## config.mk

```make
export PLATFORM = sky130hd
export DESIGN_NAME = float_accum_seq
export DESIGN_NICKNAME = d
export VERILOG_FILES = /design/src/rtl/float_accum_seq.sv
export SDC_FILE = /design/constraint.sdc
export NUM_CORES = 1
export LEC_CHECK = 0
export ABC_AREA = 1
export CAP_MARGIN = 10
export CORE_UTILIZATION = 45
export CTS_CLUSTER_SIZE = 25
export DETAILED_ROUTE_END_ITERATION = 8
export HOLD_SLACK_MARGIN = 0.12
export PLACE_DENSITY = 0.8
export SYNTH_ARGS = -nofsm -noshare
export SYNTH_HDL_FRONTEND = slang
export SYNTH_SLANG_ARGS = --single-unit
export TNS_END_PERCENT = 20
```

## constraint.sdc

```tcl
create_clock -name clk -period 2.48 [get_ports clk]
set_input_delay 0.496 -clock clk [delete_from_list [all_inputs] [get_ports clk]]
set_output_delay 0.496 -clock clk [all_outputs]
set_load 0.02 [all_outputs]
```

## src/rtl/float_accum_seq.sv

```systemverilog
// Accumulation sequencer around an external pipelined FP32 adder: feeds the running sum back as
// operand a and hands out the final sum. Optional zero/denormal bypass: FLOAT_ACC_ZERO_BYPASS_EN.
module float_accum_seq #(
    parameter int unsigned ADD_LATENCY = 1,
    parameter int unsigned CNT_W       = 16
) (
    input  logic             clk,
    input  logic             rst_n,
    input  logic             in_valid,
    output logic             in_ready,
    input  logic [31:0]      in_data,
    input  logic             in_sub,
    input  logic             in_last,
    output logic [31:0]      add_a,
    output logic [31:0]      add_b,
    output logic             add_negate,
    input  logic [31:0]      add_out,
    output logic             sum_valid,
    input  logic             sum_ready,
    output logic [31:0]      sum_data,
    output logic [CNT_W-1:0] sum_count
);

    typedef enum logic [1:0] {StIdle, StAcc, StWait, StDone} state_e;

    state_e             state_q, state_d;
    logic [31:0]        acc_q, acc_d;
    logic [31:0]        add_a_q, add_a_d;
    logic [31:0]        add_b_q, add_b_d;
    logic               add_neg_q, add_neg_d;
    logic [2:0]         cnt_q, cnt_d;
    logic [CNT_W-1:0]   count_q, count_d;
    logic               last_q, last_d;
    logic               in_ready_q, in_ready_d;
    logic               sum_valid_q, sum_valid_d;

    logic               in_fire, sum_fire, use_adder;
    logic [31:0]        opnd;
    logic [CNT_W-1:0]   count_inc;

    assign in_fire   = in_valid & in_ready_q;
    assign sum_fire  = sum_valid_q & sum_ready;
    // Operand with the subtract folded into its sign, used when the adder is bypassed.
    assign opnd      = {in_data[31] ^ in_sub, in_data[30:0]};
    assign count_inc = (count_q == '1) ? count_q : count_q + CNT_W'(1);

    always_comb begin
        state_d   = state_q;
        acc_d     = acc_q;
        add_a_d   = add_a_q;
        add_b_d   = add_b_q;
        add_neg_d = add_neg_q;
        cnt_d     = cnt_q;
        count_d   = count_q;
        last_d    = last_q;
        use_adder = 1'b1;

        case (state_q)
            StIdle: begin
                if (in_fire) begin
                    acc_d = opnd;
`ifdef FLOAT_ACC_ZERO_BYPASS_EN
                    if (in_data[30:23] == 8'd0) acc_d = '0;
`endif
                    count_d = CNT_W'(1);
                    state_d = in_last ? StDone : StAcc;
                end
            end
            StAcc: begin
                if (in_fire) begin
                    count_d = count_inc;
`ifdef FLOAT_ACC_ZERO_BYPASS_EN
                    if (in_data[30:23] == 8'd0) begin
                        use_adder = 1'b0;
                    end else if (acc_q[30:23] == 8'd0) begin
                        use_adder = 1'b0;
                        acc_d     = opnd;
                    end
`endif
                    if (use_adder) begin
                        add_a_d   = acc_q;
                        add_b_d   = in_data;
                        add_neg_d = in_sub;
                        cnt_d     = 3'(ADD_LATENCY);
                        last_d    = in_last;
                        state_d   = StWait;
                    end else begin
                        state_d = in_last ? StDone : StAcc;
                    end
                end
            end
            StWait: begin
                // Capture lands on the (ADD_LATENCY+1)th edge after acceptance.
                if (cnt_q == 3'd0) begin
                    acc_d   = add_out;
                    state_d = last_q ? StDone : StAcc;
                end else begin
                    cnt_d = cnt_q - 3'd1;
                end
            end
            StDone: begin
                if (sum_fire) state_d = StIdle;
            end
            default: state_d = StIdle;
        endcase

        in_ready_d  = (state_d == StIdle) || (state_d == StAcc);
        sum_valid_d = (state_d == StDone);
    end

    always_ff @(posedge clk or negedge rst_n) begin
        if (!rst_n) begin
            state_q     <= StIdle;
            acc_q       <= '0;
            add_a_q     <= '0;
            add_b_q     <= '0;
            add_neg_q   <= 1'b0;
            cnt_q       <= '0;
            count_q     <= '0;
            last_q      <= 1'b0;
            in_ready_q  <= 1'b0;
            sum_valid_q <= 1'b0;
        end else begin
            state_q     <= state_d;
            acc_q       <= acc_d;
            add_a_q     <= add_a_d;
            add_b_q     <= add_b_d;
            add_neg_q   <= add_neg_d;
            cnt_q       <= cnt_d;
            count_q     <= count_d;
            last_q      <= last_d;
            in_ready_q  <= in_ready_d;
            sum_valid_q <= sum_valid_d;
        end
    end

    assign in_ready   = in_ready_q;
    assign sum_valid  = sum_valid_q;
    assign add_a      = add_a_q;
    assign add_b      = add_b_q;
    assign add_negate = add_neg_q;
    assign sum_data   = acc_q;
    assign sum_count  = count_q;

endmodule

```

==> results of run 1 <==
-- routing by layer --
layer / routed length [um] / share of wire, % / track usage [%] / vias up
li1: - / - / - / 2428
met2: 7190 / 49 / 41.0 / 204
met4: 264 / 1.8 / 9.68 / 0
met5: 0 / 0 / 0 / -
met1: 5980 / 41 / 30.5 / 2414
met3: 1120 / 7.7 / 6.64 / 25
-- power groups by stage --
| stage | sequential (uW) | combinational (uW) | clock (uW) |
|---|---|---|---|
| CTS | 3400 | 4840 | 2370 |
| global placement | 3380 | 4690 | 0 |
| detailed placement | 3410 | 4820 | 0 |
| floorplan | 4280 | 1640 | 0 |
| global route | 3500 | 5240 | 2470 |
| finish | 3400 | 4790 | 2340 |
-- logic make-up after synthesis --
| logic type | count (synthesis) | synth area share [%] |
|---|---|---|
| AO/OA/AOI/OAI | 54 | 6.01 |
| XOR/XNOR | 4 | 0.663 |
| AND/OR/NAND/NOR | 414 | 30.5 |
| flip-flops | 121 | 57.3 |
| buffers and inverters | 56 | 4.76 |
| adder cells (fa/ha/maj) | 3 | 0.710 |
-- how the worst max path moves through the flow --
stage,start,to
2_1_floorplan,sum_count[0],sum_count[0]
3_3_place_gp,in_valid,sum_count[13]
3_5_place_dp,in_valid,sum_data[27]
4_1_cts,sum_count[0],sum_count[9]
5_1_grt,sum_count[0],sum_count[9]
6_report,sum_count[0],sum_count[9]
-- metrics by stage --
step | setup WS [ps] | cell area [um2] | hold WS [ps] | cells | power [uW]
floorplan | 723 | 5280 | 200 | 652 | 5920
global route | 173 | 7850 | 315 | 993 | 11200
global placement | 403 | 7290 | 461 | 961 | 8070
detailed placement | 320 | 7290 | 464 | 961 | 8230
CTS | 387 | 7850 | 283 | 993 | 10600
finish | 369 | 7850 | 251 | 993 | 10500
-- cell type report --
type	instances	area (um2)	area share, %
Tap cell	143	179	2.28
Timing Repair Buffer	195	1960	25.0
Multi-Input combinational cell	475	2020	25.7
Clock inverter	12	128	1.63
Sequential cell	121	3030	38.6
Inverter	27	101	1.29
Clock buffer	20	437	5.56
-- flip-flops by register name, summed over array words and instances (netlist names), 2 cells and up --
signal and flops:
add_a 32, add_b 32, cnt_q 3, state_q 2, sum_count 16, sum_data 32
-- placed cells by master, fill, tap and decap left out, drive strengths merged, types with 12 or more instances in the layout --
cell / count
inv: 27
buf: 12
nand3: 24
a31oi: 32
clkdlybuf4s50: 183
nand2: 323
o21ai: 17
nor2: 59
dfrtp: 121
clkbuf: 20
==> results.json, run 1 <==
{
  "yosysMostFrequentCell": "nand2_1",
  "num_antenna_cells": 0,
  "rrSetupSlack_ps": 370,
  "power_per_cell_area_mw_per_mm2": 1340,
  "tritoncts": "yes",
  "power.combinational.fraction_pct": 45.5,
  "status": "complete, no violations",
  "cts.clk_slew.worst_paths_ps": 50,
  "drc_errors": 0,
  "r2r-start": "sum_count[0]",
  "worstPathCellList": "ha_1, nand2_1, nor2_2, nand4_1, nand2_2, o21ai_0",
  "slowest_delay_ps": 500,
  "slew_violations": 0,
  "crit_path_end_kind": "register",
  "synth_top_area_share_pct": 57.3,
  "static-leakage-power_uw": 0.00367,
  "postCtsHoldBufs": 0,
  "syn-num-nets": 725,
  "post_synth.cell_area_avg_um2": 8.10,
  "via_count": 5071,
  "post_route_antenna_net_violation_count": 0,
  "rsz0062_at_grt": "false",
  "floorplan.initialDensity_pct": 46.3,
  "gate_count_of_the_mapped_netlist": 652,
  "cts_max_level": 4,
  "drtPass1Iterations": 5,
  "setup-tns-final_ps": 0,
  "via_per_inst": 5.11,
  "dieArea_mm2": 0.0122,
  "die_height_um": 110,
  "crit_slowest_cell": "dfrtp_1",
  "cts_setup_buffers": 0,
  "cts_made_buffers": 17,
  "ys_async_sr_fraction_pct": 100,
  "cts.repair.resized": 0,
  "weighted_congestion_reported_at_the_end_of_routability_driven_placement": 0.884,
  "drive_above_1_share_pct": 5.76,
  "internal_power_uw": 6400,
  "worstHoldPathType": "in -> async",
  "count_of_distinct_cell_types_in_the_synthesized_netlist": 25,
  "ios": 185,
  "synth.cells.most_frequent": "nand2_1 (322), dfrtp_1 (121), nor2_1 (57)",
  "first_global_vias": 4836,
  "clockRootBuffer": "clkbuf_16",
  "grt_antenna_before_repair": 0,
  "global_route.overflow_total": 0,
  "track_usage_pct": 24.6,
  "critical_path.startpoint_type": "register",
  "netlist_area_mm2": 0.00528,
  "drt-wirelength-per-cell_um": 14.7,
  "yosys-top-cells-area": "dfrtp_1 (57%), nand2_1 (23%), nor2_1 (4.0%), a31oi_1 (3.8%), nand3_1 (2.3%)",
  "number_of_flops_mapped_to_enable_cells_by_yosys": 0,
  "total_clock_sinks": 121,
  "wirelength_um": 14500,
  "post-route-util_pct": 68.7,
  "growth_of_design_area_from_synthesis_to_finish_pct": 48.6,
  "power_switching_uw": 4130,
  "report.final.hold_viol_count": 0,
  "clockBufferDepth": 2,
  "hpwlAfterDp_um": 10000,
  "worst-endpoint-required_ps": 2740,
  "fmax_ghz": 0.474,
  "cp_max_fo": 18,
  "rr_worst_depth": 6,
  "relSlewSlack_pct": 48.2,
  "power.share.switching_pct": 39.2,
  "nets_finish": 910,
  "io_buffer_count": 184,
  "grt_pass1_wl_um": 23000,
  "clock_power_share_pct": 22.2,
  "reported_max_cap_violation_count": 0,
  "grt_max_degree": 62,
  "timing.clock.skew_ps": 10.8,
  "seq_area_frac_synth_pct": 57.3,
  "synth_ff_type": "dfrtp_1",
  "area_of_the_placeable_core_mm2": 0.0114,
  "n_fill_cell": 921,
  "insertion_delay_to_the_later_sink_of_the_worst_skew_pair_ps": 400,
  "row_count": 39,
  "post-route-period-util_pct": 85.1,
  "tightest_slew_ps": 778,
  "pwr-share-seq_pct": 32.3,
  "ir_worst_vdd_uv": 779,
  "finalWorstPathRequiredPeriod_ps": 2110,
  "timing.critical_path.max_delay_family": "simple AND/OR/NAND/NOR gates",
  "path_class": "reg -> reg",
  "arrival_ps": 2370,
  "crit-reg2reg-capture": "sum_count[9]",
  "synthDominantAreaCellType": "dfrtp_1",
  "yosys_register_bits": 121,
  "report.final.setup_viol": 0,
  "path_buf_inv": 0,
  "critical_path_depth": 6,
  "yosysWarnings": 0,
  "die_width_um": 110,
  "drtIter0Drc": 335
}
Note: power is estimated with default switching activity, not from simulation.
==> inputs of run 2 (changes only) <==
--- a/config.mk
+++ b/config.mk
@@ -10,3 +10,2 @@
 export CORE_UTILIZATION = 45
-export CTS_CLUSTER_SIZE = 25
 export DETAILED_ROUTE_END_ITERATION = 8
--- a/constraint.sdc
+++ b/constraint.sdc
@@ -3,2 +3,2 @@
 set_output_delay 0.496 -clock clk [all_outputs]
-set_load 0.02 [all_outputs]
+set_load 0.005 [all_outputs]
==> results of run 2 <==
The final DEF is identical to that of run 1. Status: complete, no violations.
Among the figures that moved: total power 10500 uW -> 9620 uW; worst IR drop on VDD 779 uV -> 664 uV
==> inputs of run 3 (changes only) <==
Settings changed: CTS_CLUSTER_DIAMETER set to 60.
==> results of run 3 <==
The final DEF is identical to that of run 1. Status: complete, no violations.
Among the figures that moved: total power 10500 uW -> 9620 uW; worst IR drop on VDD 779 uV -> 664 uV
